**src/rtl/tiny_proc_pkg.sv**
```systemverilog
// -----------------------------------------------------------------------------
// tiny_proc_pkg
// Shared types and width helpers for the tiny accumulator processor.
//   state_t  : FSM state encoding, also exported on state_out
//   opcode_t : instruction opcodes (B..E are unassigned and execute as NOP)
//   inst_w() / frame_w() : instruction and serial-frame widths for a given
//                          operand width
// -----------------------------------------------------------------------------
package tiny_proc_pkg;

    typedef enum logic [2:0] {
        S_IDLE  = 3'd0,
        S_LOAD  = 3'd1,
        S_WRITE = 3'd2,
        S_RUN   = 3'd3,
        S_HALT  = 3'd4
    } state_t;

    typedef enum logic [3:0] {
        OP_ADD  = 4'h0,
        OP_SUB  = 4'h1,
        OP_AND  = 4'h2,
        OP_OR   = 4'h3,
        OP_XOR  = 4'h4,
        OP_SHL  = 4'h5,
        OP_SHR  = 4'h6,
        OP_ST   = 4'h7,
        OP_LD   = 4'h8,
        OP_ADDI = 4'h9,
        OP_LI   = 4'hA,
        OP_BNEZ = 4'hF
    } opcode_t;

    localparam int OPC_W = 4;

    // Instruction = {operand, opcode}
    function automatic int inst_w(input int opnd_w);
        return opnd_w + OPC_W;
    endfunction

    // Frame = {instruction, address}
    function automatic int frame_w(input int opnd_w);
        return inst_w(opnd_w) + opnd_w;
    endfunction

endpackage

```
**src/rtl/tiny_proc_if.sv**
```systemverilog
// -----------------------------------------------------------------------------
// tiny_proc_if
// Pin-level bundle between the Tiny Tapeout wrapper (master) and the core
// (slave).
//   load_in, sdata_in : serial program frame, MSB first
//   run_in            : run level
//   pc_out, acc_out   : program counter and accumulator
//   state_out         : FSM state encoding
//   halted_out        : high in HALT
//   frame_err_out     : one-cycle pulse on a discarded frame
//   icount_out        : executed-instruction count (zero when not built in)
// -----------------------------------------------------------------------------
interface tiny_proc_if #(
    parameter int DATA_W = 8,
    parameter int OPND_W = 4
);
    logic              load_in;
    logic              sdata_in;
    logic              run_in;
    logic [OPND_W-1:0] pc_out;
    logic [DATA_W-1:0] acc_out;
    logic [2:0]        state_out;
    logic              halted_out;
    logic              frame_err_out;
    logic [DATA_W-1:0] icount_out;

    modport master (
        output load_in, sdata_in, run_in,
        input  pc_out, acc_out, state_out, halted_out, frame_err_out, icount_out
    );

    modport slave (
        input  load_in, sdata_in, run_in,
        output pc_out, acc_out, state_out, halted_out, frame_err_out, icount_out
    );
endinterface

```
**src/rtl/tiny_proc_loader.sv**
```systemverilog
// -----------------------------------------------------------------------------
// tiny_proc_loader
// Serial program-frame receiver. Shifts sdata_in while load_in is high, counts
// the bits (saturating one past a full frame) and judges the frame when
// load_in falls.
//   clk, rst          : clock, synchronous active-high reset
//   in_idle, in_load  : core FSM is in IDLE / LOAD
//   load_in, sdata_in : serial frame input
//   frame_ok          : combinational, LOAD cycle that sees a complete frame end
//   frame_err         : registered one-cycle pulse after a bad frame end
//   wr_addr, wr_inst  : address / instruction fields of the captured frame
// -----------------------------------------------------------------------------
module tiny_proc_loader
    import tiny_proc_pkg::*;
#(
    parameter  int OPND_W  = 4,
    localparam int INST_W  = inst_w(OPND_W),
    localparam int FRAME_W = frame_w(OPND_W)
) (
    input  logic              clk,
    input  logic              rst,
    input  logic              in_idle,
    input  logic              in_load,
    input  logic              load_in,
    input  logic              sdata_in,
    output logic              frame_ok,
    output logic              frame_err,
    output logic [OPND_W-1:0] wr_addr,
    output logic [INST_W-1:0] wr_inst
);
    localparam int               CNT_W    = $clog2(FRAME_W + 2);
    localparam logic [CNT_W-1:0] CNT_FULL = CNT_W'(FRAME_W);
    localparam logic [CNT_W-1:0] CNT_SAT  = CNT_W'(FRAME_W + 1);

    logic [FRAME_W-1:0] shreg;
    logic [CNT_W-1:0]   cnt;
    logic               load_fall;

    assign load_fall = in_load && !load_in;

    // The first bit arrives in the IDLE cycle that starts the frame.
    always_ff @(posedge clk) begin
        if ((in_idle || in_load) && load_in)
            shreg <= {shreg[FRAME_W-2:0], sdata_in};
    end

    // Saturating one past full means any overlong frame still reads as "not
    // exactly FRAME_W" when load_in falls.
    always_ff @(posedge clk) begin
        if (rst) begin
            cnt       <= '0;
            frame_err <= 1'b0;
        end else begin
            frame_err <= load_fall && (cnt != CNT_FULL);
            if (in_idle && load_in)
                cnt <= CNT_W'(1);
            else if (in_load && load_in && cnt != CNT_SAT)
                cnt <= cnt + 1'b1;
        end
    end

    assign frame_ok = load_fall && (cnt == CNT_FULL);
    assign wr_addr  = shreg[OPND_W-1:0];
    assign wr_inst  = shreg[FRAME_W-1:OPND_W];

endmodule

```
**src/rtl/tiny_proc_core.sv**
```systemverilog
// -----------------------------------------------------------------------------
// tiny_proc_core
// Accumulator processor: serial program load into IMEM, then one instruction
// per cycle from IMEM[pc] until the last slot executes without branching.
//   clk, rst : clock, synchronous active-high reset (clears IMEM/DMEM too)
//   bus      : tiny_proc_if.slave (load/run inputs, pc/acc/state/status out)
// Build option: define TINY_PROC_ICOUNT_EN to include the saturating
// executed-instruction counter on icount_out; otherwise icount_out is 0.
// -----------------------------------------------------------------------------
module tiny_proc_core
    import tiny_proc_pkg::*;
#(
    parameter int DATA_W = 8,
    parameter int OPND_W = 4
) (
    input  logic     clk,
    input  logic     rst,
    tiny_proc_if.slave bus
);
    localparam int                INST_W  = inst_w(OPND_W);
    localparam int                DEPTH   = 2 ** OPND_W;
    localparam logic [OPND_W-1:0] PC_LAST = '1;

    state_t            state, state_nxt;
    logic [OPND_W-1:0] pc;
    logic [DATA_W-1:0] acc, acc_nxt;
    logic [INST_W-1:0] imem [DEPTH];
    logic [DATA_W-1:0] dmem [DEPTH];

    logic [INST_W-1:0] inst;
    logic [3:0]        opc;
    logic [OPND_W-1:0] opnd;
    logic [DATA_W-1:0] rs_val, imm;
    logic              br_taken, dmem_we, halt_hit;
    logic              exec, run_start, to_idle;

    logic              frame_ok;
    logic [OPND_W-1:0] wr_addr;
    logic [INST_W-1:0] wr_inst;

    tiny_proc_loader #(.OPND_W(OPND_W)) u_loader (
        .clk       (clk),
        .rst       (rst),
        .in_idle   (state == S_IDLE),
        .in_load   (state == S_LOAD),
        .load_in   (bus.load_in),
        .sdata_in  (bus.sdata_in),
        .frame_ok  (frame_ok),
        .frame_err (bus.frame_err_out),
        .wr_addr   (wr_addr),
        .wr_inst   (wr_inst)
    );

    assign inst   = imem[pc];
    assign opc    = inst[3:0];
    assign opnd   = inst[INST_W-1:4];
    assign rs_val = dmem[opnd];
    assign imm    = DATA_W'($signed(opnd));

    always_comb begin
        acc_nxt  = acc;
        dmem_we  = 1'b0;
        br_taken = 1'b0;
        case (opc)
            OP_ADD:  acc_nxt = acc + rs_val;
            OP_SUB:  acc_nxt = acc - rs_val;
            OP_AND:  acc_nxt = acc & rs_val;
            OP_OR:   acc_nxt = acc | rs_val;
            OP_XOR:  acc_nxt = acc ^ rs_val;
            OP_SHL:  acc_nxt = acc << 1;
            OP_SHR:  acc_nxt = acc >> 1;
            OP_ST:   dmem_we = 1'b1;
            OP_LD:   acc_nxt = rs_val;
            OP_ADDI: acc_nxt = acc + imm;
            OP_LI:   acc_nxt = imm;
            OP_BNEZ: br_taken = (acc != '0);
            default: ;
        endcase
    end

    // A taken branch out of the last slot keeps the program alive.
    assign halt_hit = (pc == PC_LAST) && !br_taken;

    always_comb begin
        state_nxt = state;
        exec      = 1'b0;
        run_start = 1'b0;
        to_idle   = 1'b0;
        case (state)
            S_IDLE: begin
                if (bus.load_in) begin
                    state_nxt = S_LOAD;
                end else if (bus.run_in) begin
                    state_nxt = S_RUN;
                    run_start = 1'b1;
                end
            end
            S_LOAD: begin
                if (!bus.load_in)
                    state_nxt = frame_ok ? S_WRITE : S_IDLE;
            end
            S_WRITE: state_nxt = S_IDLE;
            S_RUN: begin
                if (!bus.run_in) begin
                    state_nxt = S_IDLE;
                    to_idle   = 1'b1;
                end else begin
                    exec = 1'b1;
                    if (halt_hit)
                        state_nxt = S_HALT;
                end
            end
            S_HALT: begin
                if (!bus.run_in) begin
                    state_nxt = S_IDLE;
                    to_idle   = 1'b1;
                end
            end
            default: state_nxt = S_IDLE;
        endcase
    end

    always_ff @(posedge clk) begin
        if (rst) begin
            state <= S_IDLE;
            pc    <= '0;
            acc   <= '0;
        end else begin
            state <= state_nxt;
            if (run_start) begin
                pc  <= '0;
                acc <= '0;
            end else if (to_idle) begin
                pc <= '0;
            end else if (exec) begin
                acc <= acc_nxt;
                // pc never wraps by increment; it freezes on the last slot.
                if (br_taken)
                    pc <= opnd;
                else if (pc != PC_LAST)
                    pc <= pc + 1'b1;
            end
        end
    end

    always_ff @(posedge clk) begin
        if (rst) begin
            for (int i = 0; i < DEPTH; i++) begin
                imem[i] <= '0;
                dmem[i] <= '0;
            end
        end else begin
            if (state == S_WRITE)
                imem[wr_addr] <= wr_inst;
            if (exec && dmem_we)
                dmem[opnd] <= acc;
        end
    end

`ifdef TINY_PROC_ICOUNT_EN
    logic [DATA_W-1:0] icount;

    always_ff @(posedge clk) begin
        if (rst || run_start)
            icount <= '0;
        else if (exec && icount != '1)
            icount <= icount + 1'b1;
    end

    assign bus.icount_out = icount;
`else
    assign bus.icount_out = '0;
`endif

    assign bus.pc_out     = pc;
    assign bus.acc_out    = acc;
    assign bus.state_out  = state;
    assign bus.halted_out = (state == S_HALT);

endmodule
```
**src/flat_wrapper.sv**
```systemverilog
// flat-port wrapper written by rule: the top's interface ports become plain ports
module tiny_proc_core_flat import tiny_proc_pkg::*;
#(
    parameter int DATA_W = 8,
    parameter int OPND_W = 4
)
  (clk, rst, bus_load_in, bus_sdata_in, bus_run_in, bus_pc_out, bus_acc_out, bus_state_out, bus_halted_out, bus_frame_err_out, bus_icount_out);
  tiny_proc_if #(.DATA_W(DATA_W), .OPND_W(OPND_W)) bus_i ();
  input  logic clk;
  input  logic rst;
  input wire logic [$bits(bus_i.load_in)-1:0] bus_load_in;
  input wire logic [$bits(bus_i.sdata_in)-1:0] bus_sdata_in;
  input wire logic [$bits(bus_i.run_in)-1:0] bus_run_in;
  output wire logic [$bits(bus_i.pc_out)-1:0] bus_pc_out;
  output wire logic [$bits(bus_i.acc_out)-1:0] bus_acc_out;
  output wire logic [$bits(bus_i.state_out)-1:0] bus_state_out;
  output wire logic [$bits(bus_i.halted_out)-1:0] bus_halted_out;
  output wire logic [$bits(bus_i.frame_err_out)-1:0] bus_frame_err_out;
  output wire logic [$bits(bus_i.icount_out)-1:0] bus_icount_out;
  assign bus_i.load_in = bus_load_in;
  assign bus_i.sdata_in = bus_sdata_in;
  assign bus_i.run_in = bus_run_in;
  assign bus_pc_out = bus_i.pc_out;
  assign bus_acc_out = bus_i.acc_out;
  assign bus_state_out = bus_i.state_out;
  assign bus_halted_out = bus_i.halted_out;
  assign bus_frame_err_out = bus_i.frame_err_out;
  assign bus_icount_out = bus_i.icount_out;
  tiny_proc_core #(.DATA_W(DATA_W), .OPND_W(OPND_W)) u_core (.clk(clk), .rst(rst), .bus(bus_i));
endmodule
```
**config.mk**
```make
export PLATFORM = sky130hd
export DESIGN_NAME = tiny_proc_core_flat
export DESIGN_NICKNAME = d
export VERILOG_FILES = /design/src/rtl/tiny_proc_pkg.sv /design/src/rtl/tiny_proc_if.sv /design/src/rtl/tiny_proc_loader.sv /design/src/rtl/tiny_proc_core.sv /design/src/flat_wrapper.sv
export SDC_FILE = /design/constraint.sdc
export NUM_CORES = 1
export LEC_CHECK = 0
export ABC_AREA = 1
export CAP_MARGIN = 10
export CORE_UTILIZATION = 47
export CTS_CLUSTER_SIZE = 40
export DETAILED_ROUTE_END_ITERATION = 7
export DONT_BUFFER_PORTS = 1
export HOLD_SLACK_MARGIN = 0.06
export PLACE_DENSITY = 0.71
export SYNTH_ARGS = -nofsm -noshare
export SYNTH_HDL_FRONTEND = slang
export SYNTH_SLANG_ARGS = --single-unit
```
**constraint.sdc**
```tcl
create_clock -name clk -period 8.37 [get_ports clk]
set_input_delay 0.4185 -clock clk [delete_from_list [all_inputs] [get_ports clk]]
set_output_delay 0.4185 -clock clk [all_outputs]
set_load 0.05 [all_outputs]
```
==> results.toml <==
[die]
fp.coreArea_um2 = 30900
initial_utilization_pct = 48.2
num_rows = 64
dieHeight_um = 180
design.die.area_um2 = 32400
pin_count = 30
die_w_um = 180

[timing]
finalHoldViolations = 0
maxSlewViolCount = 0
fmax_mhz = 169
final-setup-viol-count = 0
worstMarginPinSlew_ns = 0.995
finalSetupTns_ns = 0
finClkSkew_ns = 0.0132
max-slew-margin-rel_pct = 33.4
rsz0062_at_grt = "false"
layout_min_cycle_time_ns = 5.92
fin_crit_sh_pct = 70.7

[synth]
synth.avg_cell_area_um2 = 9.13
synth_compound_area_share_pct = 6.03
synthAdderAreaFrac_pct = 2.49
synth_mux_area_share_pct = 0
yosys-top-cells-area = "edfxtp_1, nand2_1, nor2_1"
async_flop_share_pct = 0
synth_simple_gate_area_share_pct = 27.4
synth_top_family_by_area = "simple AND/OR/NAND/NOR gates"
synth-edff-count = 268
synth_cell_types = 55
synth_top_area_cell = "edfxtp_1"
synth_area_um2 = 14900
synth_most_common_cell = "nand2_1"
synth_xor_area_share_pct = 0.294
synth_top_area_share_pct = 54.0
yosys_warnings = 0
synth-seq-cells = 292
synth_flop_cell = "edfxtp_1"
netlist_instances = 1632
synth_common_cells = "nand2_1, nor2_1, edfxtp_1, nand3_1, inv_1"
ys_seq_area_share_pct = 57.3

[layout]
num-fill-cells = 2765
area_delta_synth_final_pct = 8.06
seq_area_um2 = 8530
utilization_pct = 52.1
multi_input_area_um2 = 5430
drive_gt1_share_pct = 8.30
num_antenna_cells = 0
fin_nets = 1637

[setup_path]
crit_fanout = 48
critPathArrivalTime_ns = 6.41
cp_common_cell = "nand2_1"
slowest_delay_ns = 0.67
path_depth = 35
worst_ep_required_time_ns = 8.86
cp_num_buf_inv = 6
slowest_stage = "dfxtp_2"
worstRegToRegCells = 35
path_delay_family = "simple AND/OR/NAND/NOR gates"
worst-setup-path-type = "reg2reg"
startpoint_type = "flip-flop"
endpoint_kind = "flip-flop"

[grt]
antenna_found_initial = 0
grt_pass1_wl_um = 59200
first_global_vias = 10700
track_usage_pct = 23.0
grt_start_max_net_pins = 49
grt_overflow = 0

[cts]
post_cts_resized = 0
clock_path_buffers = 3
clock-sinks = 292
cts_tree = "yes"
cts_buffers = 30
cts_hold_buf = 3
clk_pin_slew_ns = 0.06
cts_root_buffer = "clkbuf_16"
h-tree-depth = 1
clock_latency_ns = 0.57
cts_setup_buffers = 0

[route]
drt_iter0_markers = 1263
routed_via_density = 5.71
routed_wl_um = 37600
wl_per_cell_um = 18.6
drcViolationCount = 0
vias = 11500
postRouteAntennaNets = 0
dr.pass1.iters = 5

[place]
portBuffers = 0
dp_hpwl_um = 24200
place.gp.congestion = 0.925

[worst_hold_path]
hold_depth = 3
hold_start = "rst"
hold_path_class = "in2reg"

[power]
power_leakage_nw = 6.53
powerDensity_nw_per_um2 = 244
ir_drop_mv = 0.325

[status]
status = "completed"

[job]
maxCapViolations = 0
-- per-layer routing --
layer	GRT usage [%]	vias up	share of wire [%]
met5	0	-	0
met2	35.5	613	45
met1	33.5	5506	43
met3	4.00	67	10
li1	-	5362	-
met4	6.15	0	2.0
-- sequential cells by signal, summed over array words and instances, names as in the netlist, named ones only --
signal                     flops
u_core.u_loader.frame_err      1
u_core.bus.state_out           3
u_core.dmem                  128
u_core.bus.acc_out             8
u_core.u_loader.cnt            4
u_core.imem                  128
u_core.bus.pc_out              4
u_core.u_loader.shreg         12
-- where the power goes --
group          internal [mW]  switching [mW]
sequential              1.69          0.0751
combinational          0.166           0.568
clock                  0.870           0.562
-- layout make-up --
cell class                      instances  area share, %
Sequential cell                       292           53.0
Multi-Input combinational cell       1146           33.8
Clock buffer                           48           5.71
Tap cell                              396           3.08
Inverter                              117           2.74
Clock inverter                          7          0.910
Timing Repair Buffer                   16          0.793
-- worst register-to-register path: cells and delay by family, from the launching register on --
kind	cells	cell delay [ns]
adders and majority gates	2	0.53
xor gates and xnor gates	1	0.16
DFF	1	0.67
AOI/OAI and AO/OA	6	0.85
and+or+nand+nor	20	2.06
buffers and inverters	6	1.58
-- worst paths after layout --
path	end	slack (ns)
worst max-delay path	u_core.bus.acc_out[7]	2.45
worst min-delay path	u_core.bus.acc_out[7]	0.10
worst max register to register	u_core.bus.acc_out[7]	2.45
worst min register to register	u_core.u_loader.shreg[11]	0.45
-- cell families (layout without fill, tap and decap cells) --
group	count (synthesis)	count (layout)
xor+xnor	5	5
other cells	1	8
simple gates	959	959
flops	292	292
fa+ha+maj	29	29
buf+inv	201	188
compound gates	145	145
-- cell usage in the layout (no fill, tap or decap), drive strengths merged --
master,instances
dfxtp,24
inv,113
nand4,6
clkbuf,48
o2bb2ai,1
a21oi,31
a22oi,2
a31oi,3
a211oi,6
edfxtp,268
a221oi,2
a21boi,1
nand3b,16
nor2,341
o221ai,11
ha,28
buf,13
fa,1
o21ai,60
conb,8
o211ai,13
nand3,116
bufinv,4
nor3,14
and2,1
nor4,2
dlygate4sd3,3
or2,2
o31ai,3
nand2,458
xor2,5
o2111ai,2
o22ai,7
nor3b,2
clkinv,7
a31o,2
a311oi,1
and3,1
-- per-stage QoR --
| step | instance area [µm²] | std cells | total power, mW | hold WS (ns) | setup slack, ns |
|---|---|---|---|---|---|
| floorplan | 14900 | 1639 | 2.31 | 0.426 | 4.64 |
| global placement | 15000 | 1964 | 2.50 | 0.435 | 2.77 |
| detailed placement | 15000 | 1964 | 2.51 | 0.437 | 2.58 |
| CTS | 16100 | 2022 | 3.92 | 0.0986 | 2.57 |
| global route | 16100 | 2022 | 4.06 | 0.165 | 1.87 |
| finish | 16100 | 2022 | 3.93 | 0.103 | 2.45 |
No activity file was read; power rests on OpenSTA's default activity.
